## config.mk

```make
export PLATFORM = sky130hd
export DESIGN_NAME = ic_refill_streamer_flat
export DESIGN_NICKNAME = d
export VERILOG_FILES = /design/src/rtl/ic_refill_if.sv /design/src/rtl/ic_refill_streamer.sv /design/src/flat_wrapper.sv
export SDC_FILE = /design/constraint.sdc
export NUM_CORES = 1
export LEC_CHECK = 0
export CAP_MARGIN = 40
export CORE_MARGIN = 5
export CORE_UTILIZATION = 43
export CTS_BUF_LIST = sky130_fd_sc_hd__clkbuf_4 sky130_fd_sc_hd__clkbuf_8 sky130_fd_sc_hd__clkbuf_16
export DETAILED_ROUTE_END_ITERATION = 7
export GPL_ROUTABILITY_DRIVEN = 0
export PLACE_DENSITY = 0.64
export SYNTH_ARGS = -nofsm -noshare
export SYNTH_HDL_FRONTEND = slang
export SYNTH_SLANG_ARGS = --single-unit
```

## constraint.sdc

```tcl
create_clock -name clk_i -period 8.6 [get_ports clk_i]
set_input_delay 0.86 -clock clk_i [delete_from_list [all_inputs] [get_ports clk_i]]
set_output_delay 0.86 -clock clk_i [all_outputs]
set_load 0.02 [all_outputs]
```

## src/rtl/ic_refill_if.sv

```systemverilog
// Bundles the I-cache miss/replacement signals and the L2 memory read port.
// master = refill streamer, slave = cache + memory environment.
interface ic_refill_if #(
    parameter int ADDR_WIDTH = 32
);
    logic                  ic_miss_i;
    logic [ADDR_WIDTH-1:0] ic_miss_addr_i;
    logic                  ic_repl_grant_o;
    logic [63:0]           rep_word_o;
    logic                  mem_req_o;
    logic [ADDR_WIDTH-1:0] mem_addr_o;
    logic                  mem_ready_i;
    logic                  mem_rvalid_i;
    logic [63:0]           mem_rdata_i;
    logic                  busy_o;

    modport master (
        input  ic_miss_i, ic_miss_addr_i, mem_ready_i, mem_rvalid_i, mem_rdata_i,
        output ic_repl_grant_o, rep_word_o, mem_req_o, mem_addr_o, busy_o
    );

    modport slave (
        output ic_miss_i, ic_miss_addr_i, mem_ready_i, mem_rvalid_i, mem_rdata_i,
        input  ic_repl_grant_o, rep_word_o, mem_req_o, mem_addr_o, busy_o
    );
endinterface

```

## src/rtl/ic_refill_streamer.sv

```systemverilog
// I-cache refill engine: fetches a B-byte block into a line buffer, then streams it as B/8 beats.
// Optional IC_REFILL_PERF_EN adds refill and busy-cycle performance counters.
module ic_refill_streamer #(
    parameter int B          = 64,
    parameter int ADDR_WIDTH = 32
) (
    input  logic        clk_i,
    input  logic        reset_i,
    ic_refill_if.master bus
`ifdef IC_REFILL_PERF_EN
    ,
    output logic [31:0] perf_refills_o,
    output logic [31:0] perf_stall_cycles_o
`endif
);
    localparam int BEATS = B / 8;
    localparam int IDX_W = $clog2(BEATS);
    localparam int CNT_W = IDX_W + 1;

    typedef enum logic [1:0] {IDLE, FETCH, STREAM, COOL} state_e;

    state_e                 state_q, state_d;
    logic [ADDR_WIDTH-1:0]  base_q;
    logic [CNT_W-1:0]       issue_cnt_q, recv_cnt_q;
    logic [IDX_W-1:0]       stream_cnt_q;
    logic                   grant_q;
    logic [63:0]            rep_word_q;
    logic [BEATS-1:0][63:0] line_q;

    logic mem_accept, last_rx, last_beat;

    assign bus.mem_req_o       = (state_q == FETCH) && (issue_cnt_q < CNT_W'(BEATS));
    assign bus.mem_addr_o      = base_q + (ADDR_WIDTH'(issue_cnt_q) << 3);
    assign bus.busy_o          = (state_q != IDLE);
    assign bus.ic_repl_grant_o = grant_q;
    assign bus.rep_word_o      = rep_word_q;

    assign mem_accept = bus.mem_req_o && bus.mem_ready_i;
    assign last_rx    = (state_q == FETCH) && bus.mem_rvalid_i && (recv_cnt_q == CNT_W'(BEATS - 1));
    assign last_beat  = (stream_cnt_q == IDX_W'(BEATS - 1));

    always_ff @(posedge clk_i or negedge reset_i) begin
        if (!reset_i) state_q <= IDLE;
        else          state_q <= state_d;
    end

    // Miss is rechecked only when the fetch has fully drained, so no read is left outstanding.
    always_comb begin
        state_d = state_q;
        case (state_q)
            IDLE:    if (bus.ic_miss_i) state_d = FETCH;
            FETCH:   if (last_rx) state_d = bus.ic_miss_i ? STREAM : IDLE;
            STREAM:  if (last_beat) state_d = COOL;
            COOL:    state_d = IDLE;
            default: state_d = IDLE;
        endcase
    end

    always_ff @(posedge clk_i or negedge reset_i) begin
        if (!reset_i) begin
            base_q       <= '0;
            issue_cnt_q  <= '0;
            recv_cnt_q   <= '0;
            stream_cnt_q <= '0;
            grant_q      <= 1'b0;
            rep_word_q   <= '0;
        end else begin
            case (state_q)
                IDLE: begin
                    if (bus.ic_miss_i) begin
                        base_q      <= bus.ic_miss_addr_i & ~ADDR_WIDTH'(B - 1);
                        issue_cnt_q <= '0;
                        recv_cnt_q  <= '0;
                    end
                end
                FETCH: begin
                    if (mem_accept)       issue_cnt_q <= issue_cnt_q + CNT_W'(1);
                    if (bus.mem_rvalid_i) recv_cnt_q  <= recv_cnt_q + CNT_W'(1);
                    // Beat 0 landed earlier, so it can be preloaded while the last beat is written.
                    if (state_d == STREAM) begin
                        grant_q      <= 1'b1;
                        rep_word_q   <= line_q[0];
                        stream_cnt_q <= '0;
                    end
                end
                STREAM: begin
                    stream_cnt_q <= stream_cnt_q + IDX_W'(1);
                    if (last_beat) begin
                        grant_q    <= 1'b0;
                        rep_word_q <= '0;
                    end else begin
                        rep_word_q <= line_q[stream_cnt_q + IDX_W'(1)];
                    end
                end
                default: ;
            endcase
        end
    end

    // Line buffer holds no state that matters across reset.
    always_ff @(posedge clk_i) begin
        if (state_q == FETCH && bus.mem_rvalid_i)
            line_q[recv_cnt_q[IDX_W-1:0]] <= bus.mem_rdata_i;
    end

`ifdef IC_REFILL_PERF_EN
    always_ff @(posedge clk_i or negedge reset_i) begin
        if (!reset_i) begin
            perf_refills_o      <= '0;
            perf_stall_cycles_o <= '0;
        end else begin
            if (state_q == FETCH && state_d == STREAM) perf_refills_o <= perf_refills_o + 32'd1;
            if (state_q != IDLE) perf_stall_cycles_o <= perf_stall_cycles_o + 32'd1;
        end
    end
`endif
endmodule

```

## src/flat_wrapper.sv

```systemverilog
// flat-port wrapper written by rule: the top's interface ports become plain ports
module ic_refill_streamer_flat 
#(
    parameter int B          = 64,
    parameter int ADDR_WIDTH = 32
)
  (clk_i, reset_i, bus_ic_miss_i, bus_ic_miss_addr_i, bus_mem_ready_i, bus_mem_rvalid_i, bus_mem_rdata_i, bus_ic_repl_grant_o, bus_rep_word_o, bus_mem_req_o, bus_mem_addr_o, bus_busy_o);
  ic_refill_if #(.ADDR_WIDTH(ADDR_WIDTH)) bus_i ();
  input  logic clk_i;
  input  logic reset_i;
  input wire logic [$bits(bus_i.ic_miss_i)-1:0] bus_ic_miss_i;
  input wire logic [$bits(bus_i.ic_miss_addr_i)-1:0] bus_ic_miss_addr_i;
  input wire logic [$bits(bus_i.mem_ready_i)-1:0] bus_mem_ready_i;
  input wire logic [$bits(bus_i.mem_rvalid_i)-1:0] bus_mem_rvalid_i;
  input wire logic [$bits(bus_i.mem_rdata_i)-1:0] bus_mem_rdata_i;
  output wire logic [$bits(bus_i.ic_repl_grant_o)-1:0] bus_ic_repl_grant_o;
  output wire logic [$bits(bus_i.rep_word_o)-1:0] bus_rep_word_o;
  output wire logic [$bits(bus_i.mem_req_o)-1:0] bus_mem_req_o;
  output wire logic [$bits(bus_i.mem_addr_o)-1:0] bus_mem_addr_o;
  output wire logic [$bits(bus_i.busy_o)-1:0] bus_busy_o;
  assign bus_i.ic_miss_i = bus_ic_miss_i;
  assign bus_i.ic_miss_addr_i = bus_ic_miss_addr_i;
  assign bus_i.mem_ready_i = bus_mem_ready_i;
  assign bus_i.mem_rvalid_i = bus_mem_rvalid_i;
  assign bus_i.mem_rdata_i = bus_mem_rdata_i;
  assign bus_ic_repl_grant_o = bus_i.ic_repl_grant_o;
  assign bus_rep_word_o = bus_i.rep_word_o;
  assign bus_mem_req_o = bus_i.mem_req_o;
  assign bus_mem_addr_o = bus_i.mem_addr_o;
  assign bus_busy_o = bus_i.busy_o;
  ic_refill_streamer #(.B(B), .ADDR_WIDTH(ADDR_WIDTH)) u_core (.clk_i(clk_i), .reset_i(reset_i), .bus(bus_i));
endmodule
```

## Yosys cells after proc, flatten, opt, wreduce, memory -nomap -nowiden

Index checks and enable logic that the tools add are counted.

- Order comparisons: 4
- Divide/modulo/power cells: 0
- Add/subtract/negate cells: 4
- Multiply operators: 0
- Reductions and logical operators: 14
- Mux-type cells: 23
- Bitwise logic cells: 0
- Equal/unequal tests: 11
- Shifts and indexed selects: 0

Operator list:

| kind | number |
|---|---|
| bitwise mux 512 bit | 1 |
| 2-to-1 mux 64 bit | 4 |
| binary-select mux 64 bit (select 3 bit) | 1 |
| demux 64 bit (select 3 bit) | 1 |
| case mux 64 bit (2 select lines) | 1 |
| adder 32 x 7 -> 32 bit | 1 |
| case mux 4 bit (2 select lines) | 2 |
| 2-to-1 mux 4 bit | 3 |
| AND reduction 3 bit | 3 |
| adder 4 x 1 -> 4 bit (second input constant) | 2 |
| < comparator 3 x 4 -> 1 bit (second input constant) | 2 |
| 2-to-1 mux 2 bit | 4 |
| case mux 2 bit (4 select lines) | 1 |
| equality test 2 bit (second input constant) | 3 |
| != test 2 bit (second input constant) | 3 |
| case mux 3 bit (2 select lines) | 1 |
| nonzero test 2 bit | 3 |
| logical AND 1 bit | 5 |
| equality test 4 x 3 -> 1 bit (second input constant) | 1 |
| < comparator 4 bit (second input constant) | 1 |
| != test 2 x 1 -> 1 bit (second input constant) | 2 |
| AND reduction 2 bit | 2 |
| adder 3 x 1 -> 3 bit (second input constant) | 1 |
| equality test 3 bit (second input constant) | 1 |
| 6 further kinds | 7 |

- Output and inout port bits: 99
- Register bits: 616
- Word-level logic and storage cells: 71
- Bits in writable memories: 0
- Memories: 0
- Bits in read-only memories: 0
- Bits in latches: 0
- Input port bits: 101

## Logic depth before layout (Yosys ltp)

Gate-level depths: netlist of the first run.

- Depth after elaboration: 8
- Mapped depth: 9
- Mapped depth without buffers: 7

## Worst setup path after synthesis of the first run

No wires, ideal clock.

- Kind: reg2reg
- Start point: register u_core.state_q[1]
- End point: register u_core.line_q[128] (netlist name) (enable)
- Arrival: 5.458 ns
- Data required time: 8.035 ns
- Clock period less this slack: 6.023 ns
- Stages on the path, launching flop included: 6
- Path buffers: 1
- Setup time: 0.565 ns
- Setup slack: 2.577 ns
- Cell sequence: dfrtp_1 inv_1 ha_1 buf_2 nand2b_1 nor3_1

- Cells in the longest elaborated chain, start to end: 2

RTL lines:

| element | line | text |
|---|---|---|
| start: declaration | ic_refill_streamer.sv:22 | `state_e state_q, state_d;` |
| start signal: assignment | ic_refill_streamer.sv:44 | `else state_q <= state_d;` |
| equality test 2 x 1 -> 1 bit | ic_refill_streamer.sv:102 | `if (state_q == FETCH && bus.mem_rvalid_i)` |
| logical AND 1 bit | ic_refill_streamer.sv:102 |  |
| end signal: indexed assignment | ic_refill_streamer.sv:103 | `line_q[recv_cnt_q[IDX_W-1:0]] <= bus.mem_rdata_i;` |
| end: declaration | ic_refill_streamer.sv:28 | `logic [BEATS-1:0][63:0] line_q;` |

No other way between the ends.
A chain may end at the register's enable or synchronous reset.

## Final worst setup path of the first run

- Start point: register u_core.issue_cnt_q[3]
- End point: output port bus_mem_addr_o[26]

- Cells in the longest elaborated chain, start to end: 1

RTL lines:

| element | line | text |
|---|---|---|
| start: declaration | ic_refill_streamer.sv:24 | `logic [CNT_W-1:0] issue_cnt_q, recv_cnt_q;` |
| start signal: assignment | ic_refill_streamer.sv:77 | `if (mem_accept) issue_cnt_q <= issue_cnt_q + CNT_W'(1);` |
| adder 32 x 7 -> 32 bit | ic_refill_streamer.sv:33 | `assign bus.mem_addr_o = base_q + (ADDR_WIDTH'(issue_cnt_q) << 3);` |
| end: declaration | flat_wrapper.sv:19 | `output wire logic [$bits(bus_i.mem_addr_o)-1:0] bus_mem_addr_o;` |

No other way between the ends.

==> impl_metrics.prom, run 1 <==
# TYPE chip_impl_metric gauge
chip_impl_info{name="dominant_combinational_cell_family_by_area_after_synthesis",value="multiplexers"} 1
chip_impl_metric{name="die_h",unit="um"} 251
chip_impl_metric{name="layout.core_utilization",unit="%"} 52.5
chip_impl_metric{name="yosys_register_bits",unit=""} 616
chip_impl_metric{name="initial_core_util",unit="%"} 43.4
chip_impl_info{name="yosysMostFrequentCell",value="edfxtp_1"} 1
chip_impl_metric{name="cts_hold_buf",unit=""} 0
chip_impl_metric{name="crit_arrival",unit="ns"} 3.34
chip_impl_metric{name="max-slew-margin-rel",unit="%"} 43.7
chip_impl_info{name="setup.worst_path.start_class",value="flop"} 1
chip_impl_metric{name="io_pins",unit=""} 200
chip_impl_metric{name="place.port_buffers",unit=""} 190
chip_impl_info{name="min_path_type",value="in -> async"} 1
chip_impl_metric{name="number_of_synthesized_flops_with_an_enable_pin",unit=""} 512
chip_impl_metric{name="cts_max_path_buffers",unit=""} 3
chip_impl_metric{name="share_of_post_route_cells_with_drive_strength_above_1",unit="%"} 15.6
chip_impl_info{name="synth_common_cells",value="512 x edfxtp_1, 258 x mux2i_1, 104 x dfrtp_1, 86 x nand2_1, 68 x a21oi_1"} 1
chip_impl_metric{name="critPathMaxFanout",unit=""} 5
chip_impl_metric{name="synth_compound_gate_area_share",unit="%"} 6.57
chip_impl_metric{name="clock-sinks",unit=""} 616
chip_impl_metric{name="cts.repair_timing.setup_buffer_count",unit=""} 0
chip_impl_metric{name="flow.area_growth_from_synthesis",unit="%"} 21.0
chip_impl_metric{name="synth.cell_area",unit="sq um"} 25000
chip_impl_info{name="root_buffer",value="clkbuf_16"} 1
chip_impl_metric{name="final_max_slew_viol_count",unit=""} 0
chip_impl_metric{name="cap_violations",unit=""} 0
chip_impl_metric{name="fmax",unit="MHz"} 238
chip_impl_info{name="result_of_the_run",value="finished, final reports clean"} 1
chip_impl_metric{name="global_route.overflow_total",unit=""} 0
chip_impl_metric{name="grt.total_usage",unit="%"} 17.7
chip_impl_metric{name="power.density_cell_area",unit="nW/um^2"} 264
chip_impl_metric{name="worst_pin_slew",unit="ns"} 0.844
chip_impl_metric{name="synth_xor_area_share",unit="%"} 0.909
chip_impl_metric{name="drt_first_iter_violations",unit=""} 899
chip_impl_metric{name="antenna_violation_net_count_after_detailed_routing",unit=""} 0
chip_impl_metric{name="drt-wirelength-per-cell",unit="um"} 22.8
chip_impl_info{name="synthFlopType",value="edfxtp_1"} 1
chip_impl_metric{name="synth.distinct_cells",unit=""} 46
chip_impl_metric{name="drt_first_pass_iters",unit=""} 5
chip_impl_metric{name="post_synthesis_simple_gate_area_fraction",unit="%"} 2.84
chip_impl_metric{name="vias_per_cell",unit=""} 5.39
chip_impl_info{name="critPathCaptureType",value="output pin"} 1
chip_impl_metric{name="yosys-mux-area-fraction",unit="%"} 15.2
chip_impl_metric{name="clk_transition_reported_paths",unit="ns"} 0.07
chip_impl_metric{name="multi_input_comb_area",unit="sq um"} 6600
chip_impl_metric{name="clock_skew",unit="ns"} 0.0342
chip_impl_info{name="clock_tree_from_tritoncts",value="yes"} 1
chip_impl_metric{name="worst_skew_pair.late_latency",unit="ns"} 0.65
chip_impl_metric{name="cts_inserted_buffers",unit=""} 61
chip_impl_info{name="yosys.area.top_type",value="edfxtp_1"} 1
chip_impl_metric{name="post_synth_fa_ha_maj_area_fraction",unit="%"} 0.450
chip_impl_metric{name="synth_async_sr_flop_share",unit="%"} 16.9
chip_impl_metric{name="final_net_count",unit=""} 1790
chip_impl_metric{name="final.setup.tns",unit="ns"} 0
chip_impl_metric{name="setup_viol",unit=""} 0
chip_impl_metric{name="num_rows",unit=""} 88
chip_impl_metric{name="pin_count_of_the_biggest_net_entering_global_routing",unit=""} 54
chip_impl_metric{name="finalHoldViolCount",unit=""} 0
chip_impl_metric{name="drc",unit=""} 0
chip_impl_metric{name="sequential_cell_area",unit="sq um"} 18000
chip_impl_metric{name="period_minus_slack",unit="ns"} 4.20
chip_impl_metric{name="core-area",unit="sq um"} 57700
chip_impl_metric{name="yosysSeqAreaShare",unit="%"} 71.8
chip_impl_info{name="path_class",value="reg -> out"} 1
chip_impl_metric{name="hpwlAfterDp",unit="um"} 32500
chip_impl_metric{name="synth_top_cell_area_share",unit="%"} 61.4
chip_impl_metric{name="detail_route.wirelength",unit="um"} 57200
chip_impl_metric{name="die_x",unit="um"} 251
chip_impl_metric{name="postSynthAreaPerCell",unit="sq um"} 17.0
chip_impl_metric{name="crit_required",unit="ns"} 7.74
chip_impl_info{name="synth_top_cells_by_area",value="edfxtp_1 61%, dfrtp_1 10%, mux2i_1 10%"} 1
chip_impl_metric{name="number_of_global_route_vias_before_repair",unit=""} 14100
chip_impl_metric{name="ctsResizeCount",unit=""} 0
chip_impl_metric{name="synth-warning-count",unit=""} 0
chip_impl_metric{name="fp.dieArea",unit="sq um"} 63200
chip_impl_metric{name="vdd_drop_max",unit="uV"} 170
chip_impl_metric{name="htreeDepth",unit=""} 2
chip_impl_metric{name="grt_antenna_before_repair",unit=""} 7
chip_impl_metric{name="syn_inst",unit=""} 1473
chip_impl_metric{name="post-route-period-util",unit="%"} 48.9
chip_impl_metric{name="static-leakage-power",unit="nW"} 10.0
chip_impl_metric{name="dr_total_vias",unit=""} 13500
chip_impl_info{name="rsz0062_at_grt",value="false"} 1
chip_impl_metric{name="nFillCells",unit=""} 4657
chip_impl_metric{name="wire_length_of_the_first_global_routing_pass",unit="um"} 86400
==> placed cells by master (no fill, tap or decap), drive strengths merged, types with 64 or more instances in the layout <==
cell,count
a22oi,64
nand2,86
a32o,65
clkdlybuf4s50,189
mux2i,258
edfxtp,512
a21oi,68
mux2,93
clkbuf,83
dfrtp,104
==> kinds of logic (layout without fill, tap and decap cells) <==
| group | after synthesis | count (layout) |
|---|---|---|
| and+or+nand+nor | 153 | 153 |
| DFF | 616 | 616 |
| buffers and inverters | 98 | 356 |
| adders and majority gates | 9 | 9 |
| other | 1 | 8 |
| muxes | 351 | 351 |
| AOI/OAI and AO/OA | 219 | 219 |
| xor gates and xnor gates | 26 | 26 |
==> flip-flops by register name (all words and copies together), names as in the netlist <==
register and count:
u_core.line_q 512, u_core.bus.rep_word_o 64, u_core.base_q 26, u_core.issue_cnt_q 4, u_core.recv_cnt_q 4, u_core.stream_cnt_q 3
u_core.state_q 2, u_core.bus.ic_repl_grant_o 1
==> layout make-up <==
| type | instances | area share [%] |
|---|---|---|
| tap | 765 | 3.16 |
| clock inverter | 33 | 1.59 |
| sequential | 616 | 59.3 |
| timing repair buffer | 233 | 8.18 |
| antenna | 5 | 0.0413 |
| clock buffer | 83 | 5.81 |
| inverter | 7 | 0.0867 |
| multi-input combinational | 761 | 21.8 |
==> path summary, 6_finish.rpt <==
path | startpoint | slack, ns | to | cells after the start
min in group clk_i | u_core.bus.rep_word_o[53] | 0.51 | u_core.bus.rep_word_o[53] | 1
setup reg to reg | u_core.stream_cnt_q[0] | 4.83 | u_core.bus.rep_word_o[45] | 9
setup / recovery | u_core.issue_cnt_q[3] | 4.40 | bus_mem_addr_o[26] | 8
max in group asynchronous | reset_i | 7.21 | u_core.base_q[18] | 3
hold / removal | reset_i | 0.28 | u_core.bus.rep_word_o[27] | 1
hold reg to reg | u_core.bus.rep_word_o[53] | 0.51 | u_core.bus.rep_word_o[53] | 1
==> per-stage QoR <==
stage | worst slack, ns | cells | power, mW | hold slack, ns | area [sq um]
6_report | 4.40 | 2503 | 8.00 | 0.275 | 30300
2_1_floorplan | 2.58 | 1475 | 4.56 | 0.484 | 25000
3_3_place_gp | 3.77 | 2366 | 5.12 | 0.489 | 27700
4_1_cts | 4.35 | 2498 | 8.08 | 0.271 | 30300
5_1_grt | 4.20 | 2502 | 8.32 | 0.309 | 30300
3_5_place_dp | 4.86 | 2382 | 5.18 | 0.494 | 28000
==> report_power, final <==
part           internal, mW  total [mW]  switching, mW
Combinational         0.612        1.38          0.771
Sequential             3.55        3.72          0.177
Clock                  1.75        2.89           1.14
==> worst max-delay path: stages (launching register included) <==
cell             delay (ns)
dfrtp_1                0.40
ha_1                   0.26
ha_1                   0.28
nand2_1                0.12
nor4_2                 0.42
and2_1                 0.31
nand3_1                0.12
xnor2_1                0.19
clkdlybuf4s50_1        0.64
==> routing by layer <==
layer | global-route usage (%) | up-vias | routed length, um
met5 | 0 | - | 27
met4 | 5.38 | 4 | 1230
met3 | 3.18 | 77 | 2510
met2 | 30.9 | 296 | 29000
met1 | 22.8 | 6895 | 24400
li1 | - | 6208 | -
No activity file was read; power rests on OpenSTA's default activity.
==> inputs of run 2 (changes only) <==
--- a/config.mk
+++ b/config.mk
@@ -11,7 +11,7 @@
 export CTS_BUF_LIST = sky130_fd_sc_hd__clkbuf_4 sky130_fd_sc_hd__clkbuf_8 sky130_fd_sc_hd__clkbuf_16
 export DETAILED_ROUTE_END_ITERATION = 7
 export GPL_ROUTABILITY_DRIVEN = 0
-export PLACE_DENSITY = 0.64
+export PLACE_DENSITY = 0.66
 export SYNTH_ARGS = -nofsm -noshare
 export SYNTH_HDL_FRONTEND = slang
 export SYNTH_SLANG_ARGS = --single-unit
==> constraint.sdc (replaced) <==
create_clock -name clk_i -period 3.8 [get_ports clk_i]
set_input_delay 0.38 -clock clk_i [delete_from_list [all_inputs] [get_ports clk_i]]
set_output_delay 0.38 -clock clk_i [all_outputs]
set_load 0.02 [all_outputs]
==> impl_metrics.prom, run 2 (synthesized netlist as in run 1, its figures left out) <==
# TYPE chip_impl_metric gauge
chip_impl_metric{name="detail_route.wirelength",unit="um"} 57400
chip_impl_metric{name="die_x",unit="um"} 251
chip_impl_metric{name="cts_inserted_buffers",unit=""} 61
chip_impl_info{name="min_path_type",value="in -> async"} 1
chip_impl_metric{name="final_net_count",unit=""} 1791
chip_impl_info{name="rsz0062_at_grt",value="false"} 1
chip_impl_metric{name="cap_violations",unit=""} 0
chip_impl_metric{name="number_of_global_route_vias_before_repair",unit=""} 14000
chip_impl_metric{name="drt-wirelength-per-cell",unit="um"} 23.0
chip_impl_info{name="critPathCaptureType",value="output pin"} 1
chip_impl_metric{name="initial_core_util",unit="%"} 43.4
chip_impl_metric{name="fp.dieArea",unit="sq um"} 63200
chip_impl_metric{name="power.density_cell_area",unit="nW/um^2"} 592
chip_impl_metric{name="preCtsSetupSlack",unit="ns"} 0.791
chip_impl_metric{name="grt.total_usage",unit="%"} 17.7
chip_impl_metric{name="place.port_buffers",unit=""} 190
chip_impl_metric{name="ctsResizeCount",unit=""} 0
chip_impl_metric{name="period_minus_slack",unit="ns"} 3.43
chip_impl_metric{name="setup_viol",unit=""} 0
chip_impl_metric{name="max-slew-margin-rel",unit="%"} 39.6
chip_impl_metric{name="cts_max_path_buffers",unit=""} 3
chip_impl_metric{name="wire_length_of_the_first_global_routing_pass",unit="um"} 86100
chip_impl_metric{name="die_h",unit="um"} 251
chip_impl_metric{name="core-area",unit="sq um"} 57700
chip_impl_metric{name="nFillCells",unit=""} 4655
chip_impl_metric{name="clk_transition_reported_paths",unit="ns"} 0.06
chip_impl_metric{name="vias_per_cell",unit=""} 5.43
chip_impl_metric{name="met3_length",unit="um"} 2560
chip_impl_metric{name="routed-wl-met2",unit="um"} 28900
chip_impl_metric{name="flow.area_growth_from_synthesis",unit="%"} 20.4
chip_impl_metric{name="dr_total_vias",unit=""} 13600
chip_impl_metric{name="final.setup.tns",unit="ns"} 0
chip_impl_metric{name="routedLengthMet1",unit="um"} 24400
chip_impl_metric{name="vdd_drop_max",unit="uV"} 418
chip_impl_info{name="path_class",value="reg -> out"} 1
chip_impl_metric{name="antenna_violation_net_count_after_detailed_routing",unit=""} 0
chip_impl_metric{name="worst_skew_pair.late_latency",unit="ns"} 0.62
chip_impl_metric{name="clock-sinks",unit=""} 616
chip_impl_metric{name="final_max_slew_viol_count",unit=""} 0
chip_impl_metric{name="post-route-period-util",unit="%"} 90.3
chip_impl_info{name="most-common-layout-cells",value="512 x edfxtp_1, 258 x mux2i_1, 189 x clkdlybuf4s50_1"} 1
chip_impl_metric{name="hpwlAfterDp",unit="um"} 31900
chip_impl_info{name="result_of_the_run",value="finished, final reports clean"} 1
chip_impl_metric{name="grt_antenna_before_repair",unit=""} 7
chip_impl_metric{name="fmax",unit="MHz"} 292
chip_impl_metric{name="num_rows",unit=""} 88
chip_impl_metric{name="crit_arrival",unit="ns"} 3.05
chip_impl_info{name="mostFrequentLayoutCell",value="edfxtp_1"} 1
chip_impl_metric{name="worst_pin_slew",unit="ns"} 0.906
chip_impl_info{name="highest_layer",value="met5"} 1
chip_impl_metric{name="drt_first_pass_iters",unit=""} 7
chip_impl_metric{name="pin_count_of_the_biggest_net_entering_global_routing",unit=""} 90
chip_impl_metric{name="largest_reg_flops",unit=""} 512
chip_impl_metric{name="drt_first_iter_violations",unit=""} 1184
chip_impl_metric{name="clock_skew",unit="ns"} 0.0246
chip_impl_metric{name="share_of_post_route_cells_with_drive_strength_above_1",unit="%"} 15.4
chip_impl_info{name="setup.worst_path.start_class",value="flop"} 1
chip_impl_metric{name="cts.repair_timing.setup_buffer_count",unit=""} 0
chip_impl_info{name="clock_tree_from_tritoncts",value="yes"} 1
chip_impl_metric{name="finalHoldViolCount",unit=""} 0
chip_impl_metric{name="static-leakage-power",unit="nW"} 9.95
chip_impl_metric{name="drc",unit=""} 0
chip_impl_metric{name="htreeDepth",unit=""} 2
chip_impl_metric{name="io_pins",unit=""} 200
chip_impl_info{name="root_buffer",value="clkbuf_16"} 1
chip_impl_metric{name="crit_required",unit="ns"} 3.42
chip_impl_metric{name="timing.final.ws_setup",unit="ns"} 0.370
chip_impl_metric{name="critPathMaxFanout",unit=""} 5
chip_impl_metric{name="global_route.overflow_total",unit=""} 0
-- run 2: cell count changes in the layout (fill, tap and decap cells not counted), sizes merged --
| cell | change |
|---|---|
| bufinv | -2 |
| clkbuf | -7 |
| clkinv | +12 |
| clkinvlp | -2 |
| diode | -1 |
| dlygate4sd3 | +1 |
| inv | -2 |
-- run 2: power breakdown --
group	internal (mW)	switching [mW]	leakage, nW
logic	1.42	1.76	2.91
registers	8.03	0.401	5.99
clock network	3.67	2.55	1.05
total	13.1	4.71	9.95
-- run 2: repair_timing --
item                       in CTS  in global routing
hold buffers                    1                  0
setup endpoints to repair       0                  0
hold endpoints to repair       31                  0
-- run 2: area by class of cell --
class | count | area [sq um] | share of cell area (%)
Inverter | 7 | 27.5 | 0.0913
Tap cell | 765 | 957 | 3.18
Timing Repair Buffer | 234 | 2440 | 8.10
Clock buffer | 76 | 1670 | 5.54
Clock inverter | 39 | 423 | 1.40
Sequential cell | 616 | 18000 | 59.7
Multi-Input combinational cell | 761 | 6630 | 22.0
Antenna cell | 4 | 10.0 | 0.0332
-- run 2: routing by layer --
metal	global-route usage, %	vias to the layer above
met2	30.1	325
met1	23.3	6924
met4	6.05	6
met3	3.00	101
met5	0	-
li1	-	6224
-- run 2: worst paths after layout --
| check | start | endpoint | slack, ns | cells after the start |
|---|---|---|---|---|
| worst min register to register | u_core.bus.ic_repl_grant_o | u_core.bus.ic_repl_grant_o | 0.50 | 1 |
| worst max register to register | u_core.state_q[0] | u_core.bus.rep_word_o[43] | 0.79 | 7 |
| max in group asynchronous | reset_i | u_core.bus.rep_word_o[3] | 2.62 | 3 |
| min in group clk_i | bus_ic_miss_addr_i[21] | u_core.base_q[21] | 0.38 | 2 |
| worst min-delay path | reset_i | u_core.bus.rep_word_o[29] | 0.32 | 2 |
| worst max-delay path | u_core.issue_cnt_q[3] | bus_mem_addr_o[28] | 0.37 | 9 |
-- run 2: worst max-delay path, stage by stage (launching register included) --
cell,delay [ns]
dfrtp_1,0.39
ha_1,0.25
ha_1,0.28
nand2_1,0.12
nor4_2,0.14
buf_4,0.17
and2_1,0.19
nand3_1,0.11
xnor2_1,0.15
clkdlybuf4s50_1,0.63
-- run 2: metrics by stage --
stage	cells	instance area [sq um]	power (mW)	hold slack, ns	util [%]
after floorplan	1475	25100	10.3	0.0844	-
after global placement	2379	28000	11.7	0.418	48.5
after detailed placement	2382	28000	11.8	0.426	48.6
after CTS	2498	30100	18.0	0.340	52.2
after global routing	2502	30100	18.5	0.361	52.2
final	2502	30100	17.8	0.325	52.2
==> inputs of run 3 (changes only) <==
--- a/config.mk
+++ b/config.mk
@@ -11,7 +11,9 @@
 export CTS_BUF_LIST = sky130_fd_sc_hd__clkbuf_4 sky130_fd_sc_hd__clkbuf_8 sky130_fd_sc_hd__clkbuf_16
 export DETAILED_ROUTE_END_ITERATION = 7
 export GPL_ROUTABILITY_DRIVEN = 0
+export GPL_TIMING_DRIVEN = 0
 export PLACE_DENSITY = 0.66
+export REMOVE_ABC_BUFFERS = 1
 export SYNTH_ARGS = -nofsm -noshare
 export SYNTH_HDL_FRONTEND = slang
 export SYNTH_SLANG_ARGS = --single-unit
==> impl_metrics.prom, run 3 (synthesized netlist as in run 1, its figures left out) <==
# TYPE chip_impl_metric gauge
chip_impl_metric{name="place.port_buffers",unit=""} 190
chip_impl_metric{name="grt.total_usage",unit="%"} 17.6
chip_impl_metric{name="dp_cells",unit=""} 2409
chip_impl_info{name="clock_tree_from_tritoncts",value="yes"} 1
chip_impl_metric{name="core-area",unit="sq um"} 57700
chip_impl_info{name="most-common-layout-cells",value="512 x edfxtp_1, 258 x mux2i_1, 189 x clkdlybuf4s50_1"} 1
chip_impl_metric{name="die_h",unit="um"} 251
chip_impl_metric{name="fp.dieArea",unit="sq um"} 63200
chip_impl_metric{name="share_of_post_route_cells_with_drive_strength_above_1",unit="%"} 16.7
chip_impl_metric{name="pin_count_of_the_biggest_net_entering_global_routing",unit=""} 71
chip_impl_metric{name="global_route.overflow_total",unit=""} 0
chip_impl_metric{name="clk_transition_reported_paths",unit="ns"} 0.06
chip_impl_info{name="critPathCaptureType",value="flop"} 1
chip_impl_metric{name="drt-wirelength-per-cell",unit="um"} 22.5
chip_impl_info{name="critical_path.reg2reg.endpoint",value="u_core.bus.rep_word_o[40]"} 1
chip_impl_metric{name="worst_pin_slew",unit="ns"} 0.877
chip_impl_info{name="result_of_the_run",value="finished, final reports clean"} 1
chip_impl_metric{name="detail_route.wirelength",unit="um"} 57100
chip_impl_metric{name="static-leakage-power",unit="nW"} 10.3
chip_impl_metric{name="setup.reg_to_reg.worst_slack",unit="ns"} 0.35
chip_impl_metric{name="worst_skew_pair.late_latency",unit="ns"} 0.59
chip_impl_metric{name="dr_total_vias",unit=""} 13800
chip_impl_metric{name="fmax",unit="MHz"} 290
chip_impl_info{name="path_class",value="reg -> reg"} 1
chip_impl_metric{name="io_pins",unit=""} 200
chip_impl_metric{name="crit_arrival",unit="ns"} 3.91
chip_impl_metric{name="setup_viol",unit=""} 0
chip_impl_metric{name="post-route-period-util",unit="%"} 90.7
chip_impl_metric{name="max-slew-margin-rel",unit="%"} 41.4
chip_impl_metric{name="drt_first_pass_iters",unit=""} 5
chip_impl_info{name="worstReg2RegStart",value="u_core.stream_cnt_q[0]"} 1
chip_impl_metric{name="wire_length_of_the_first_global_routing_pass",unit="um"} 86000
chip_impl_metric{name="grt_antenna_before_repair",unit=""} 12
chip_impl_metric{name="drc",unit=""} 0
chip_impl_metric{name="final_area",unit="sq um"} 30900
chip_impl_metric{name="vdd_drop_max",unit="uV"} 512
chip_impl_metric{name="layout.core_utilization",unit="%"} 53.5
chip_impl_metric{name="cts_max_path_buffers",unit=""} 3
chip_impl_metric{name="clock-sinks",unit=""} 616
chip_impl_metric{name="hpwlAfterDp",unit="um"} 35300
chip_impl_info{name="rsz0062_at_grt",value="false"} 1
chip_impl_metric{name="flow.area_growth_from_synthesis",unit="%"} 23.2
chip_impl_metric{name="preCtsSetupSlack",unit="ns"} 0.0456
chip_impl_metric{name="final_net_count",unit=""} 1823
chip_impl_metric{name="htreeDepth",unit=""} 3
chip_impl_metric{name="worstRegToRegCells",unit=""} 8
chip_impl_metric{name="power.density_cell_area",unit="nW/um^2"} 588
chip_impl_info{name="mostFrequentLayoutCell",value="edfxtp_1"} 1
chip_impl_metric{name="crit_required",unit="ns"} 4.26
chip_impl_metric{name="cts.repair_timing.setup_buffer_count",unit=""} 0
chip_impl_metric{name="fin_worst_hold_slack",unit="ns"} 0.291
chip_impl_metric{name="timing.final.ws_setup",unit="ns"} 0.354
chip_impl_metric{name="cts_inserted_buffers",unit=""} 66
chip_impl_metric{name="vias_per_cell",unit=""} 5.45
chip_impl_metric{name="critPathMaxFanout",unit=""} 27
chip_impl_metric{name="final.setup.tns",unit="ns"} 0
chip_impl_metric{name="finalHoldViolCount",unit=""} 0
chip_impl_metric{name="period_minus_slack",unit="ns"} 3.45
chip_impl_metric{name="final_cell_count_no_fill",unit=""} 2532
chip_impl_metric{name="antenna_violation_net_count_after_detailed_routing",unit=""} 0
chip_impl_metric{name="placed_cell_area",unit="sq um"} 28600
chip_impl_info{name="root_buffer",value="clkbuf_16"} 1
chip_impl_metric{name="die_x",unit="um"} 251
chip_impl_metric{name="clock_skew",unit="ns"} 0.0157
chip_impl_info{name="setup.worst_path.start_class",value="flop"} 1
chip_impl_metric{name="num_rows",unit=""} 88
chip_impl_metric{name="final_max_slew_viol_count",unit=""} 0
chip_impl_metric{name="number_of_global_route_vias_before_repair",unit=""} 14100
chip_impl_metric{name="drt_first_iter_violations",unit=""} 1012
chip_impl_info{name="min_path_type",value="in -> async"} 1
chip_impl_metric{name="largest_reg_flops",unit=""} 512
chip_impl_metric{name="initial_core_util",unit="%"} 43.4
chip_impl_metric{name="cap_violations",unit=""} 0
chip_impl_metric{name="p_total",unit="mW"} 18.1
run 3: what timing repair did:
item / CTS / global route
setup endpoints to repair: 0 / 10
gates resized for setup: 0 / 2
endpoints found under the hold margin: 34 / 0
hold buffers: 1 / 0
run 3: worst max path at each step:
stage / to / cells past startpoint / slack [ns] / startpoint
6_report: u_core.bus.rep_word_o[40] / 8 / 0.35 / u_core.stream_cnt_q[0]
5_1_grt: bus_mem_addr_o[28] / 8 / 0.10 / u_core.issue_cnt_q[3]
4_1_cts: u_core.line_q[424] / 10 / 0.03 / u_core.state_q[1]
3_5_place_dp: u_core.line_q[424] / 10 / 0.05 / u_core.state_q[1]
3_3_place_gp: u_core.bus.rep_word_o[41] / 6 / -14.33 / u_core.stream_cnt_q[0]
2_1_floorplan: u_core.bus.rep_word_o[0] / 6 / -8.10 / u_core.stream_cnt_q[0]
run 3: layer usage:
metal | share of wire (%) | GRT usage [%] | up-vias
met3 | 7.0 | 4.53 | 107
met5 | 0.22 | 0 | -
li1 | - | - | 6266
met2 | 46 | 27.6 | 414
met4 | 1.9 | 5.32 | 20
met1 | 45 | 24.5 | 6997
run 3: critical path, cell delays in order (launching register included):
cell and delay, ns:
dfrtp_4 0.68, buf_12 0.26, ha_1 0.22, ha_1 0.45, nor2b_4 0.72, buf_12 0.28, a21oi_1 0.10, a32o_1 0.30
mux2_4 0.26
run 3: area by class of cell:
type | count | area, sq um
sequential | 616 | 18000
antenna | 2 | 5.00
inverter | 7 | 28.8
tap | 765 | 957
multi-input combinational | 761 | 6620
fill | 4531 | 26800
clock buffer | 87 | 1870
timing repair buffer | 261 | 3070
clock inverter | 33 | 324
run 3: power by group:
group | leakage (nW) | internal [mW] | switching, mW
sequential | 5.99 | 8.02 | 0.401
clock | 1.09 | 3.89 | 2.53
combinational | 3.18 | 1.52 | 1.78
total | 10.3 | 13.4 | 4.71
